===== src/rtl/complex_nr_acc.sv =====
`timescale 1ns/1ps
// -----------------------------------------------------------------------------
// complex_nr_acc
//
// Purpose:
//   Consumer end of the complex multiplier result interface. Accepts up to
//   ACC_LEN complex products over a valid/ready handshake and sums the real
//   and imaginary parts separately (a complex dot product). The finished sum,
//   with the number of products in it, is presented on a second valid/ready
//   port. A sum can be closed early with acc_flush.
//
// Ports:
//   clk        in   1             clock, rising edge
//   sw_rst     in   1             synchronous active-high reset
//   res_val    in   1             upstream product valid
//   res_ready  out  1             block can accept a product this cycle
//   result_re  in   2*DATA_WIDTH  product real part, two's complement
//   result_im  in   2*DATA_WIDTH  product imaginary part, two's complement
//   acc_flush  in   1             close the current sum early
//   sum_val    out  1             sum_re/sum_im/sum_cnt valid
//   sum_ready  in   1             downstream accepts the sum
//   sum_re     out  ACC_WIDTH     accumulated real part, two's complement
//   sum_im     out  ACC_WIDTH     accumulated imaginary part, two's complement
//   sum_cnt    out  CNT_WIDTH     number of products in the presented sum
// -----------------------------------------------------------------------------
module complex_nr_acc #(
  parameter int DATA_WIDTH = 8,
  parameter int ACC_LEN    = 4,
  parameter int ACC_WIDTH  = 2*DATA_WIDTH + 2,
  parameter int CNT_WIDTH  = $clog2(ACC_LEN) + 1
) (
  input  logic                    clk,
  input  logic                    sw_rst,
  input  logic                    res_val,
  output logic                    res_ready,
  input  logic [2*DATA_WIDTH-1:0] result_re,
  input  logic [2*DATA_WIDTH-1:0] result_im,
  input  logic                    acc_flush,
  output logic                    sum_val,
  input  logic                    sum_ready,
  output logic [ACC_WIDTH-1:0]    sum_re,
  output logic [ACC_WIDTH-1:0]    sum_im,
  output logic [CNT_WIDTH-1:0]    sum_cnt
);

  localparam int PROD_WIDTH = 2*DATA_WIDTH;
  localparam int EXT_WIDTH  = ACC_WIDTH - PROD_WIDTH;

  // Count value at which the next accept completes a full sum.
  localparam logic [CNT_WIDTH-1:0] LAST_CNT = CNT_WIDTH'(ACC_LEN - 1);

  typedef enum logic [0:0] {
    ST_ACCUM  = 1'b0,
    ST_OUTPUT = 1'b1
  } state_e;

  // Sign-extend a product to the accumulator width.
  function automatic logic [ACC_WIDTH-1:0] sext_prod(input logic [PROD_WIDTH-1:0] p);
    sext_prod = {{EXT_WIDTH{p[PROD_WIDTH-1]}}, p};
  endfunction

  state_e                 state_q,   state_d;
  logic [ACC_WIDTH-1:0]   acc_re_q,  acc_re_d;
  logic [ACC_WIDTH-1:0]   acc_im_q,  acc_im_d;
  logic [CNT_WIDTH-1:0]   cnt_q,     cnt_d;
  logic                   sum_val_q, sum_val_d;
  logic [ACC_WIDTH-1:0]   sum_re_q,  sum_re_d;
  logic [ACC_WIDTH-1:0]   sum_im_q,  sum_im_d;
  logic [CNT_WIDTH-1:0]   sum_cnt_q, sum_cnt_d;

  logic                   accept;
  logic                   close_sum;
  logic [ACC_WIDTH-1:0]   acc_re_add;
  logic [ACC_WIDTH-1:0]   acc_im_add;
  logic [CNT_WIDTH-1:0]   cnt_inc;

  // Ready is a pure decode of the registered state; it never looks at
  // res_val, so the upstream block cannot form a combinational loop with us.
  assign res_ready = (state_q == ST_ACCUM) && !sw_rst;
  assign accept    = res_val && res_ready;

  assign acc_re_add = acc_re_q + sext_prod(result_re);
  assign acc_im_add = acc_im_q + sext_prod(result_im);
  assign cnt_inc    = cnt_q + CNT_WIDTH'(1);

  // A sum closes when the last slot is filled, or on a flush that has at
  // least one product to report (already held, or arriving this cycle).
  assign close_sum = (state_q == ST_ACCUM) &&
                     ((accept && (cnt_q == LAST_CNT)) ||
                      (acc_flush && ((cnt_q != '0) || accept)));

  // Next-state, accumulator and output-register computation.
  always_comb begin
    state_d   = state_q;
    acc_re_d  = acc_re_q;
    acc_im_d  = acc_im_q;
    cnt_d     = cnt_q;
    sum_val_d = sum_val_q;
    sum_re_d  = sum_re_q;
    sum_im_d  = sum_im_q;
    sum_cnt_d = sum_cnt_q;

    case (state_q)
      ST_ACCUM: begin
        if (accept) begin
          acc_re_d = acc_re_add;
          acc_im_d = acc_im_add;
          cnt_d    = cnt_inc;
        end else begin
          acc_re_d = acc_re_q;
          acc_im_d = acc_im_q;
          cnt_d    = cnt_q;
        end

        // The product accepted in the closing cycle belongs to this sum,
        // so load from the post-add values when there is one.
        if (close_sum) begin
          state_d   = ST_OUTPUT;
          sum_val_d = 1'b1;
          sum_re_d  = accept ? acc_re_add : acc_re_q;
          sum_im_d  = accept ? acc_im_add : acc_im_q;
          sum_cnt_d = accept ? cnt_inc    : cnt_q;
        end else begin
          state_d   = ST_ACCUM;
          sum_val_d = 1'b0;
        end
      end

      ST_OUTPUT: begin
        // Outputs hold until the handshake; flush and res_val are ignored.
        // sum_re/sum_im keep their last value after the handshake.
        if (sum_ready) begin
          state_d   = ST_ACCUM;
          acc_re_d  = '0;
          acc_im_d  = '0;
          cnt_d     = '0;
          sum_val_d = 1'b0;
        end else begin
          state_d   = ST_OUTPUT;
          sum_val_d = 1'b1;
        end
      end

      default: begin
        state_d   = ST_ACCUM;
        acc_re_d  = '0;
        acc_im_d  = '0;
        cnt_d     = '0;
        sum_val_d = 1'b0;
      end
    endcase
  end

  // State and output registers with synchronous reset.
  always_ff @(posedge clk) begin
    if (sw_rst) begin
      state_q   <= ST_ACCUM;
      acc_re_q  <= '0;
      acc_im_q  <= '0;
      cnt_q     <= '0;
      sum_val_q <= 1'b0;
      sum_re_q  <= '0;
      sum_im_q  <= '0;
      sum_cnt_q <= '0;
    end else begin
      state_q   <= state_d;
      acc_re_q  <= acc_re_d;
      acc_im_q  <= acc_im_d;
      cnt_q     <= cnt_d;
      sum_val_q <= sum_val_d;
      sum_re_q  <= sum_re_d;
      sum_im_q  <= sum_im_d;
      sum_cnt_q <= sum_cnt_d;
    end
  end

  assign sum_val = sum_val_q;
  assign sum_re  = sum_re_q;
  assign sum_im  = sum_im_q;
  assign sum_cnt = sum_cnt_q;

endmodule

===== config.mk =====
export PLATFORM = sky130hd
export DESIGN_NAME = complex_nr_acc
export DESIGN_NICKNAME = d
export VERILOG_FILES = /design/src/rtl/complex_nr_acc.sv
export SDC_FILE = /design/constraint.sdc
export NUM_CORES = 1
export LEC_CHECK = 0
export BUFFER_PORTS_ARGS = -buffer_cell sky130_fd_sc_hd__buf_4
export CAP_MARGIN = 20
export CORE_ASPECT_RATIO = 1.75
export CORE_MARGIN = 2
export CORE_UTILIZATION = 34
export CTS_CLUSTER_SIZE = 30
export DETAILED_ROUTE_END_ITERATION = 8
export GPL_TIMING_DRIVEN = 0
export MAX_ROUTING_LAYER = met4
export PLACE_DENSITY = 0.54
export SLEW_MARGIN = 20
export SYNTH_ARGS = -nofsm -noshare
export SYNTH_HDL_FRONTEND = slang
export SYNTH_SLANG_ARGS = --single-unit
export TNS_END_PERCENT = 5

===== constraint.sdc =====
create_clock -name clk -period 3.6 [get_ports clk]
set_input_delay 0.72 -clock clk [delete_from_list [all_inputs] [get_ports clk]]
set_output_delay 0.72 -clock clk [all_outputs]
set_load 0.05 [all_outputs]

==> results of run 1 <==
## cells by family (layout without fill, tap and decap cells)
group,after synthesis,after routing,synth area share (%)
XOR/XNOR,28,28,5.27
buffers and inverters,46,139,5.03
AND/OR/NAND/NOR,185,185,17.5
multiplexers,2,2,0.431
AO/OA/AOI/OAI,203,203,26.9
flip-flops,79,79,34.0
adder cells (fa/ha/maj),39,39,10.8
## metal layers
metal  wire, µm  vias to the layer above  share of wire (%)
met5          0                        -                  0
met4        541                        0                3.6
met3        568                       25                3.7
met2       8220                      108                 54
met1       5820                     2144                 38
li1           -                     2266                  -
## flip-flops by register name (all words and copies together) (netlist names)
name / count
acc_re_q: 18
sum_re: 18
sum_cnt: 3
cnt_q: 3
sum_val: 1
sum_im: 18
acc_im_q: 18
## layout make-up
| class | instances | area [µm²] | share of cell area (%) |
|---|---|---|---|
| plain buffers | 29 | 163 | 2.82 |
| clock buffers | 11 | 243 | 4.21 |
| clock inverters | 5 | 81.3 | 1.41 |
| inverters | 17 | 71.3 | 1.24 |
| multi-input cells | 457 | 2830 | 49.1 |
| flip-flops and latches | 79 | 1580 | 27.4 |
| well taps | 174 | 218 | 3.77 |
| repair buffers | 77 | 578 | 10.0 |
## path summary, 6_finish.rpt
check | depth (start not counted) | to | start
max | 11 | sum_im[16]$_SDFFE_PP0P_ | result_im[0]
min | 2 | acc_im_q[12]$_SDFFE_PP0P_ | acc_im_q[12]$_SDFFE_PP0P_
max reg2reg | 10 | sum_im[16]$_SDFFE_PP0P_ | acc_im_q[0]$_SDFFE_PP0P_
min reg2reg | 2 | acc_im_q[12]$_SDFFE_PP0P_ | acc_im_q[12]$_SDFFE_PP0P_
## worst max-delay path, cell delays in order
cell       delay (ns)
buf_4            0.08
ha_1             0.18
inv_1            0.06
fa_1             0.37
nor2b_1          0.23
o31ai_1          0.14
a32oi_1          0.44
a41oi_1          0.27
o21ai_1          0.26
xnor2_1          0.13
a2111oi_2        0.35
## cell usage in the layout, fill, tap and decap left out, drive strengths merged, types with 4 or more instances in the layout
master	n
a211o	4
a211oi	15
a21o	11
a21oi	66
a22o	4
a311oi	4
a31oi	5
and2	5
buf	87
clkbuf	29
dfxtp	79
ha	37
inv	17
nand2	94
nand3	12
nand4	6
nor2	39
nor2b	5
nor3	9
o211ai	7
o21a	4
o21ai	60
o21bai	4
xnor2	22
xor2	6
## through the flow
stage / setup slack (ns) / instances / hold slack, ns
finish: 0.608 / 849 / 0.466
detailed placement: 0.277 / 833 / 0.457
global route: 0.386 / 849 / 0.486
floorplan: 0.866 / 582 / 0.439
global placement: 0.327 / 833 / 0.449
CTS: 0.605 / 849 / 0.467
## report_power, final
part	leakage (nW)	switching, mW	internal [mW]
clock network	0.156	0.374	0.626
logic	1.68	0.685	0.388
registers	0.648	0.0832	0.983
==> flow_summary.yaml, run 1 <==
routing:
  dr.pass1.iters: 4
  drtIter0Drc: 243
  ant_nets: 0
  vias: 4543
  drt-total-wl_um: 15200
  wl_per_cell_um: 17.8
  drc: 0
  post_drt_via_cell_ratio: 5.35
grt:
  grt_overflow: 0
  grtUsageMet1_pct: 22.2
  antenna_found_initial: 0
  grt_use_met3_pct: 2.98
  grt.met2_usage_pct: 40.6
  grt_max_degree: 14
  grt_pass1_vias: 4498
  top_usage_layer: "met2"
  grt_pass1_wl_um: 23300
  track_usage_pct: 21.7
floorplan:
  start_util_pct: 34.7
  placementRows: 56
  die_width_um: 92.4
  die_area_um2: 14700
  core_area_um2: 13400
  die_y_um: 159
  design.portCount: 78
power_and_ir_drop:
  p_per_area_nw_per_um2: 544
  peakVddDrop_mv: 0.234
  leakagePower_nw: 2.48
  total_power_mw: 3.14
outcome:
  run_status: "finished clean"
setup_path:
  cp.required_ns: 3.84
  crit_type: "input port to flop"
  critPathArrivalTime_ns: 3.23
  path_max_fanout: 3
  r2r_slack_ns: 0.69
  end_kind: "flop"
  crit_path_start_kind: "input port"
clock_tree:
  path_clk_slew_ns: 0.06
  htree_levels: 3
  cts_buffers: 9
  clockRootBuffer: "clkbuf_16"
  post_cts_buffers: 0
  cts_tree: "built"
  clk_latency_ns: 0.34
  cts_buffer_depth: 2
  cts_sinks: 79
  ctsResizeCount: 0
  hold_buffers: 0
logic_synthesis:
  synth_top_area_share_pct: 34.0
  yosysSeqAreaShare_pct: 34.0
  async_flop_share_pct: 0
  synth_edf_count: 0
  synth_area_um2: 4650
  yosysWarningCount: 0
  synthTopCellsByArea: "dfxtp_1 (34%), ha_1 (10%), nand2_1 (7.6%)"
  ys_top_cells_by_count: "nand2_1 (94), dfxtp_1 (79), a21oi_1 (65)"
  syn_nets: 658
  ys_ff_latch: 79
  synth_top_area_cell: "dfxtp_1"
  syn_area_per_cell_um2: 7.99
  synth_cell_type_count: 59
  yosysMostFrequentCell: "nand2_1"
  synth_ff_type: "dfxtp_1"
  synthCells: 582
timing:
  max_freq_ghz: 0.334
  fin_tns_setup_ns: 0
  relSlewSlack_pct: 47.2
  worstMarginPinSlew_ns: 0.791
  skew_ns: 0.00534
  hold_viol: 0
  setup_violations: 0
  rsz0062_at_grt: "false"
  report.final.slew_viol_count: 0
  min_period_ns: 2.99
  timing.final.crit_share_pct: 83.1
layout:
  diodes: 0
  finalNetCount: 746
  fillCellCount: 1389
  drive_above_1_share_pct: 17.0
  fin_util_pct: 43.1
  area_delta_synth_final_pct: 24.1
  fin_area_um2: 5770
placed_design:
  portBuffers: 77
  placed_area_um2: 5450
  hpwl_um: 11600
  gp_congestion: 0.872
run:
  maxCapViolCount: 0
min_path:
  hold_class: "flop to flop"
Note: power is estimated with default switching activity, not from simulation.
==> run 2: changes to the inputs <==
--- a/config.mk
+++ b/config.mk
@@ -14,7 +14,7 @@
 export DETAILED_ROUTE_END_ITERATION = 8
 export GPL_TIMING_DRIVEN = 0
 export MAX_ROUTING_LAYER = met4
-export PLACE_DENSITY = 0.54
+export PLACE_DENSITY = 0.56
 export SLEW_MARGIN = 20
 export SYNTH_ARGS = -nofsm -noshare
 export SYNTH_HDL_FRONTEND = slang
==> constraint.sdc (replaced) <==
create_clock -name clk -period 2.45 [get_ports clk]
set_input_delay 0.49 -clock clk [delete_from_list [all_inputs] [get_ports clk]]
set_output_delay 0.49 -clock clk [all_outputs]
set_load 0.05 [all_outputs]
==> run 2 against run 1 <==
Against the previous run: the run now ends with negative setup slack left; critical path depth shrank 1; hold slack barely moved; critical endpoint is now sum_re[14]$_SDFFE_PP0P_; final area is 3.5% higher; sequential share of layout area decreased by 0.88 points; sequential power rose by 47%; die area unchanged; count of clock-buffer cells in the layout shrank 1; critical path type is now flop to flop; via count grew 1.0%.
==> flow_summary.yaml, run 2 (same netlist as run 1, synthesis figures left out) <==
clock_tree:
  clockRootBuffer: "clkbuf_16"
  cts_sinks: 79
  cts_buffer_depth: 2
  cts_buffers: 9
  cts_tree: "built"
  path_clk_slew_ns: 0.07
  htree_levels: 3
  clk_latency_ns: 0.35
setup_path:
  cp_slowest_cell: "fa_2"
  cp.required_ns: 2.72
  crit_path_start_kind: "flop"
  crit_type: "flop to flop"
  critPathArrivalTime_ns: 2.79
  path_max_fanout: 4
  max_stage_delay_ns: 0.38
  r2r_start: "acc_re_q[0]$_SDFFE_PP0P_"
  r2r_slack_ns: -0.07
  path_depth: 10
  critPathTopFamily: "compound AO/OA/AOI/OAI gates"
  end_kind: "flop"
  worst-path-buf-inv: 1
  path_cells: "ha_4 -> inv_2 -> fa_2 -> nor2b_4 -> o31a_1 -> o21bai_2 -> a311oi_4 -> nor4b_2 -> a211o_1 -> a211oi_2"
  worstReg2RegEnd: "sum_re[14]$_SDFFE_PP0P_"
  r2r_cells: 10
power_and_ir_drop:
  p_per_area_nw_per_um2: 772
  p_int_mw: 2.87
  pwr-share-clk_pct: 30.2
  combPwrFrac_pct: 35.7
  leakagePower_nw: 2.54
  swShare_pct: 37.7
  peakVddDrop_mv: 0.338
  pwr-share-seq_pct: 34.1
  p_sw_mw: 1.74
floorplan:
  placementRows: 56
  die_width_um: 92.4
  core_area_um2: 13400
  die_area_um2: 14700
  start_util_pct: 34.7
  die_y_um: 159
  design.portCount: 78
grt:
  antenna_found_initial: 0
  grt_max_degree: 15
  track_usage_pct: 21.7
  grt_overflow: 0
  grt_pass1_wl_um: 23500
  grt_pass1_vias: 4531
outcome:
  violations: "negative setup slack"
  run_status: "finished, violations left"
routing:
  drc: 0
  drtIter0Drc: 248
  vias: 4589
  ant_nets: 0
  dr.pass1.iters: 5
  drt-total-wl_um: 15500
  wl_per_cell_um: 18.0
  post_drt_via_cell_ratio: 5.35
layout:
  layout_commonest_cell: "nand2_1"
  final_cell_mix: "nand2_1 (94), buf_4 (88), dfxtp_1 (77), a21oi_1 (65), o21ai_0 (54)"
  area_delta_synth_final_pct: 28.4
  finalNetCount: 755
  layout.cells.non_filler: 858
  drive_above_1_share_pct: 21.9
  diodes: 0
  fin_util_pct: 44.6
placed_design:
  portBuffers: 77
  gp_congestion: 0.905
  placed_cells: 833
  hpwl_um: 11700
timing:
  relSlewSlack_pct: 50.1
  min_period_ns: 2.52
  fin_ws_ns: -0.0737
  max_freq_ghz: 0.396
  timing.final.crit_share_pct: 103
  setup_violations: 4
  worstMarginPinSlew_ns: 0.749
  rsz0062_at_grt: "true"
  report.final.slew_viol_count: 0
  hold_viol: 0
  hold_ws_ns: 0.467
  skew_ns: 0.00752
run:
  maxCapViolCount: 0
min_path:
  whs_path_depth: 2
  hold_path_startpoint: "acc_im_q[9]$_SDFFE_PP0P_"
  hold_class: "flop to flop"
  whs_endpoint: "acc_im_q[9]$_SDFFE_PP0P_"
-- run 2: changes by cell type in the layout (fill, tap and decap cells not counted), moves of 3 or more --
cell | previous run | this run
ha_4 | 0 | 3
o21ai_0 | 58 | 54
buf_4 | 79 | 88
ha_1 | 37 | 34
-- run 2: layer usage --
metal,wire (µm),GRT usage (%),vias up
li1,-,-,2280
met1,5950,21.7,2165
met2,8580,42.0,116
met3,508,2.70,28
met4,425,8.67,0
met5,0,-,-
-- run 2: final cells by class --
class / count / area (µm²)
Clock inverter: 6 / 67.6
Buffer: 29 / 166
Multi-Input combinational cell: 457 / 2980
Sequential cell: 79 / 1580
Fill cell: 1386 / 7410
Clock buffer: 10 / 239
Inverter: 17 / 71.3
Timing Repair Buffer: 86 / 646
Tap cell: 174 / 218
-- run 2: power by group through the flow --
stage / Clock, mW / Combinational, mW / Sequential [mW]
6_report: 1.39 / 1.65 / 1.57
5_1_grt: 1.46 / 1.80 / 1.59
4_1_cts: 1.41 / 1.60 / 1.57
3_5_place_dp: 0 / 1.58 / 1.60
3_3_place_gp: 0 / 1.56 / 1.59
2_1_floorplan: 0 / 0.867 / 1.82
-- run 2: what timing repair did --
action / 4_1_cts / 5_1_grt
pin swaps: 4 / 11
gates resized for setup: 11 / 22
hold buffers: 0 / 0
setup buffers: 5 / 4
setup endpoints to repair: 18 / 38
-- run 2: worst min-delay path, delay by kind of cell (launching register included) --
family	cells	cell delay, ns
DFF	1	0.32
and+or+nand+nor	2	0.10
-- run 2: worst max-delay path by stage --
stage	to	from
2_1_floorplan	sum_im[16]$_SDFFE_PP0P_	result_im[0]
3_3_place_gp	sum_re[14]$_SDFFE_PP0P_	result_re[0]
3_5_place_dp	sum_re[14]$_SDFFE_PP0P_	result_re[0]
4_1_cts	sum_re[14]$_SDFFE_PP0P_	acc_re_q[0]$_SDFFE_PP0P_
5_1_grt	sum_re[14]$_SDFFE_PP0P_	acc_re_q[0]$_SDFFE_PP0P_
6_report	sum_re[14]$_SDFFE_PP0P_	acc_re_q[0]$_SDFFE_PP0P_
-- run 2: metrics by stage --
stage | TNS (ns) | power, mW | worst slack [ns] | area, µm²
floorplan | 0 | 2.69 | 0.0171 | 4660
global placement | -10.96 | 3.15 | -0.578 | 5460
detailed placement | -11.66 | 3.17 | -0.602 | 5460
CTS | -0.459 | 4.58 | -0.132 | 5840
global route | -1.07 | 4.85 | -0.151 | 5970
finish | -0.182 | 4.61 | -0.0737 | 5970
==> run 3: changes to the inputs <==
--- a/config.mk
+++ b/config.mk
@@ -15,8 +15,9 @@
 export GPL_TIMING_DRIVEN = 0
 export MAX_ROUTING_LAYER = met4
 export PLACE_DENSITY = 0.56
+export RECOVER_POWER = 50
 export SLEW_MARGIN = 20
 export SYNTH_ARGS = -nofsm -noshare
 export SYNTH_HDL_FRONTEND = slang
 export SYNTH_SLANG_ARGS = --single-unit
-export TNS_END_PERCENT = 5
+export TNS_END_PERCENT = 10
==> run 3 against run 2 <==
Against the previous run: combinational power decreased by 4%; global-route usage unchanged; highest routed layer unchanged; the run still ends with negative setup slack left; sequential share of layout area increased by 0.67 points; sequential power about the same; register-to-register slack about the same.
==> flow_summary.yaml, run 3 (same netlist as run 1, synthesis figures left out) <==
layout:
  drive_above_1_share_pct: 16.4
  fillCellCount: 1424
  seq_area_um2: 1580
  multiInputGateArea_um2: 2990
  area_delta_synth_final_pct: 25.2
  finalNetCount: 755
  layout_commonest_cell: "nand2_1"
  layout.cells.non_filler: 858
  diodes: 0
  fin_util_pct: 43.5
  final_cell_mix: "nand2_1 (94), dfxtp_1 (77), a21oi_1 (65), o21ai_0 (55), clkbuf_1 (54)"
setup_path:
  cp_slowest_cell: "fa_2"
  r2r_slack_ns: -0.06
  critPathTopFamily: "compound AO/OA/AOI/OAI gates"
  max_stage_delay_ns: 0.38
  worst-path-buf-inv: 1
  path_max_fanout: 4
  cp.required_ns: 2.71
  r2r_start: "acc_re_q[0]$_SDFFE_PP0P_"
  crit_path_start_kind: "flop"
  path_cells: "ha_4 -> inv_2 -> fa_2 -> nor2b_4 -> o31a_1 -> o21bai_2 -> a311oi_4 -> nor4b_2 -> a211o_1 -> a211oi_2"
  crit_type: "flop to flop"
  r2r_cells: 10
  end_kind: "flop"
  critPathArrivalTime_ns: 2.77
  worstReg2RegEnd: "sum_re[14]$_SDFFE_PP0P_"
floorplan:
  design.portCount: 78
  die_y_um: 159
  core_area_um2: 13400
  die_area_um2: 14700
  die_width_um: 92.4
  start_util_pct: 34.7
  placementRows: 56
timing:
  report.final.slew_viol_count: 0
  max_freq_ghz: 0.398
  worstMarginPinSlew_ns: 0.741
  skew_ns: 0.00832
  relSlewSlack_pct: 50.6
  min_period_ns: 2.51
  setup_violations: 3
  fin_ws_ns: -0.0623
  hold_viol: 0
  timing.final.crit_share_pct: 103
  rsz0062_at_grt: "true"
grt:
  track_usage_pct: 21.7
  grt_overflow: 0
  grt_max_degree: 15
  grt_pass1_vias: 4531
  antenna_found_initial: 0
  grt_pass1_wl_um: 23500
clock_tree:
  clk_latency_ns: 0.34
  path_clk_slew_ns: 0.07
  cts_tree: "built"
  cts_buffer_depth: 2
  cts_buffers: 9
  cts_sinks: 79
  htree_levels: 3
  hold_buffers: 0
  clockRootBuffer: "clkbuf_16"
power_and_ir_drop:
  leakagePower_nw: 2.37
  total_power_mw: 4.55
  peakVddDrop_mv: 0.331
  p_per_area_nw_per_um2: 781
routing:
  wl_per_cell_um: 18.0
  vias: 4578
  dr.pass1.iters: 5
  drtIter0Drc: 222
  drt-total-wl_um: 15500
  ant_nets: 0
  drc: 0
  post_drt_via_cell_ratio: 5.34
min_path:
  whs_path_depth: 2
  hold_class: "flop to flop"
  hold_path_startpoint: "sum_re[1]$_SDFFE_PP0P_"
  whs_endpoint: "sum_re[1]$_SDFFE_PP0P_"
outcome:
  violations: "negative setup slack"
  run_status: "finished, violations left"
placed_design:
  placed_cells: 833
  portBuffers: 77
  gp_congestion: 0.905
  hpwl_um: 11700
run:
  maxCapViolCount: 0
run 3: cell count changes in the layout (fill, tap and decap cells not counted):
cell      delta
clkbuf_8     -1
clkbuf_1    +40
xor2_1       -1
clkbuf_2     +2
buf_4       -40
buf_2        -1
and2_1       -1
and2_0       +1
xor2_2       +1
o21ai_1      -2
o21ai_0      +1
o21ai_2      +1
run 3: routing by layer:
metal  vias to the layer above  routed length, µm  GRT usage (%)
li1                       2280                  -              -
met1                      2166               5900           21.7
met2                       108               8570           42.0
met3                        24                592           2.70
met4                         0                410           8.67
met5                         -                  0              -
run 3: cell type report:
cell class              instances  share of cell area (%)
plain buffers                  29                    2.71
clock buffers                  10                    4.10
well taps                     174                    3.74
flip-flops and latches         79                    27.2
repair buffers                 86                    8.51
multi-input cells             457                    51.4
clock inverters                 6                    1.16
inverters                      17                    1.22
run 3: power breakdown:
part	total [mW]	switching (mW)	internal, mW	leakage (nW)
logic	1.59	1.04	0.545	1.58
clock network	1.39	0.570	0.821	0.145
registers	1.57	0.127	1.44	0.649
total	4.55	1.74	2.81	2.37
run 3: worst reg2reg max path: cells and delay by family (launching register included):
| kind | cells | cell delay (ns) |
|---|---|---|
| AO/OA/AOI/OAI | 5 | 1.28 |
| adder cells (fa/ha/maj) | 2 | 0.53 |
| flip-flops | 1 | 0.36 |
| buffers and inverters | 1 | 0.04 |
| AND/OR/NAND/NOR | 2 | 0.22 |
run 3: per-stage QoR:
step | hold WS [ns] | setup slack (ns) | setup TNS (ns) | area, µm²
floorplan | 0.439 | 0.0171 | 0 | 4660
global placement | 0.451 | -0.578 | -10.96 | 5460
detailed placement | 0.459 | -0.602 | -11.66 | 5460
CTS | 0.468 | -0.132 | -0.459 | 5840
global route | 0.477 | -0.156 | -1.06 | 5820
finish | 0.465 | -0.0623 | -0.141 | 5820
run 3: timing repair:
action	CTS	global route
endpoints found under the setup margin	18	38
gates resized for setup	11	24
pin swaps	4	12
setup buffers	5	4
run 3: worst max path at each step:
stage	start	to	slack, ns	cells past startpoint
6_report	acc_re_q[0]$_SDFFE_PP0P_	sum_re[14]$_SDFFE_PP0P_	-0.06	10
5_1_grt	acc_re_q[0]$_SDFFE_PP0P_	sum_re[14]$_SDFFE_PP0P_	-0.16	10
4_1_cts	acc_re_q[0]$_SDFFE_PP0P_	sum_re[14]$_SDFFE_PP0P_	-0.13	10
3_5_place_dp	result_re[0]	sum_re[14]$_SDFFE_PP0P_	-0.60	11
3_3_place_gp	result_re[0]	sum_re[14]$_SDFFE_PP0P_	-0.58	11
2_1_floorplan	result_im[0]	sum_im[16]$_SDFFE_PP0P_	0.02	10
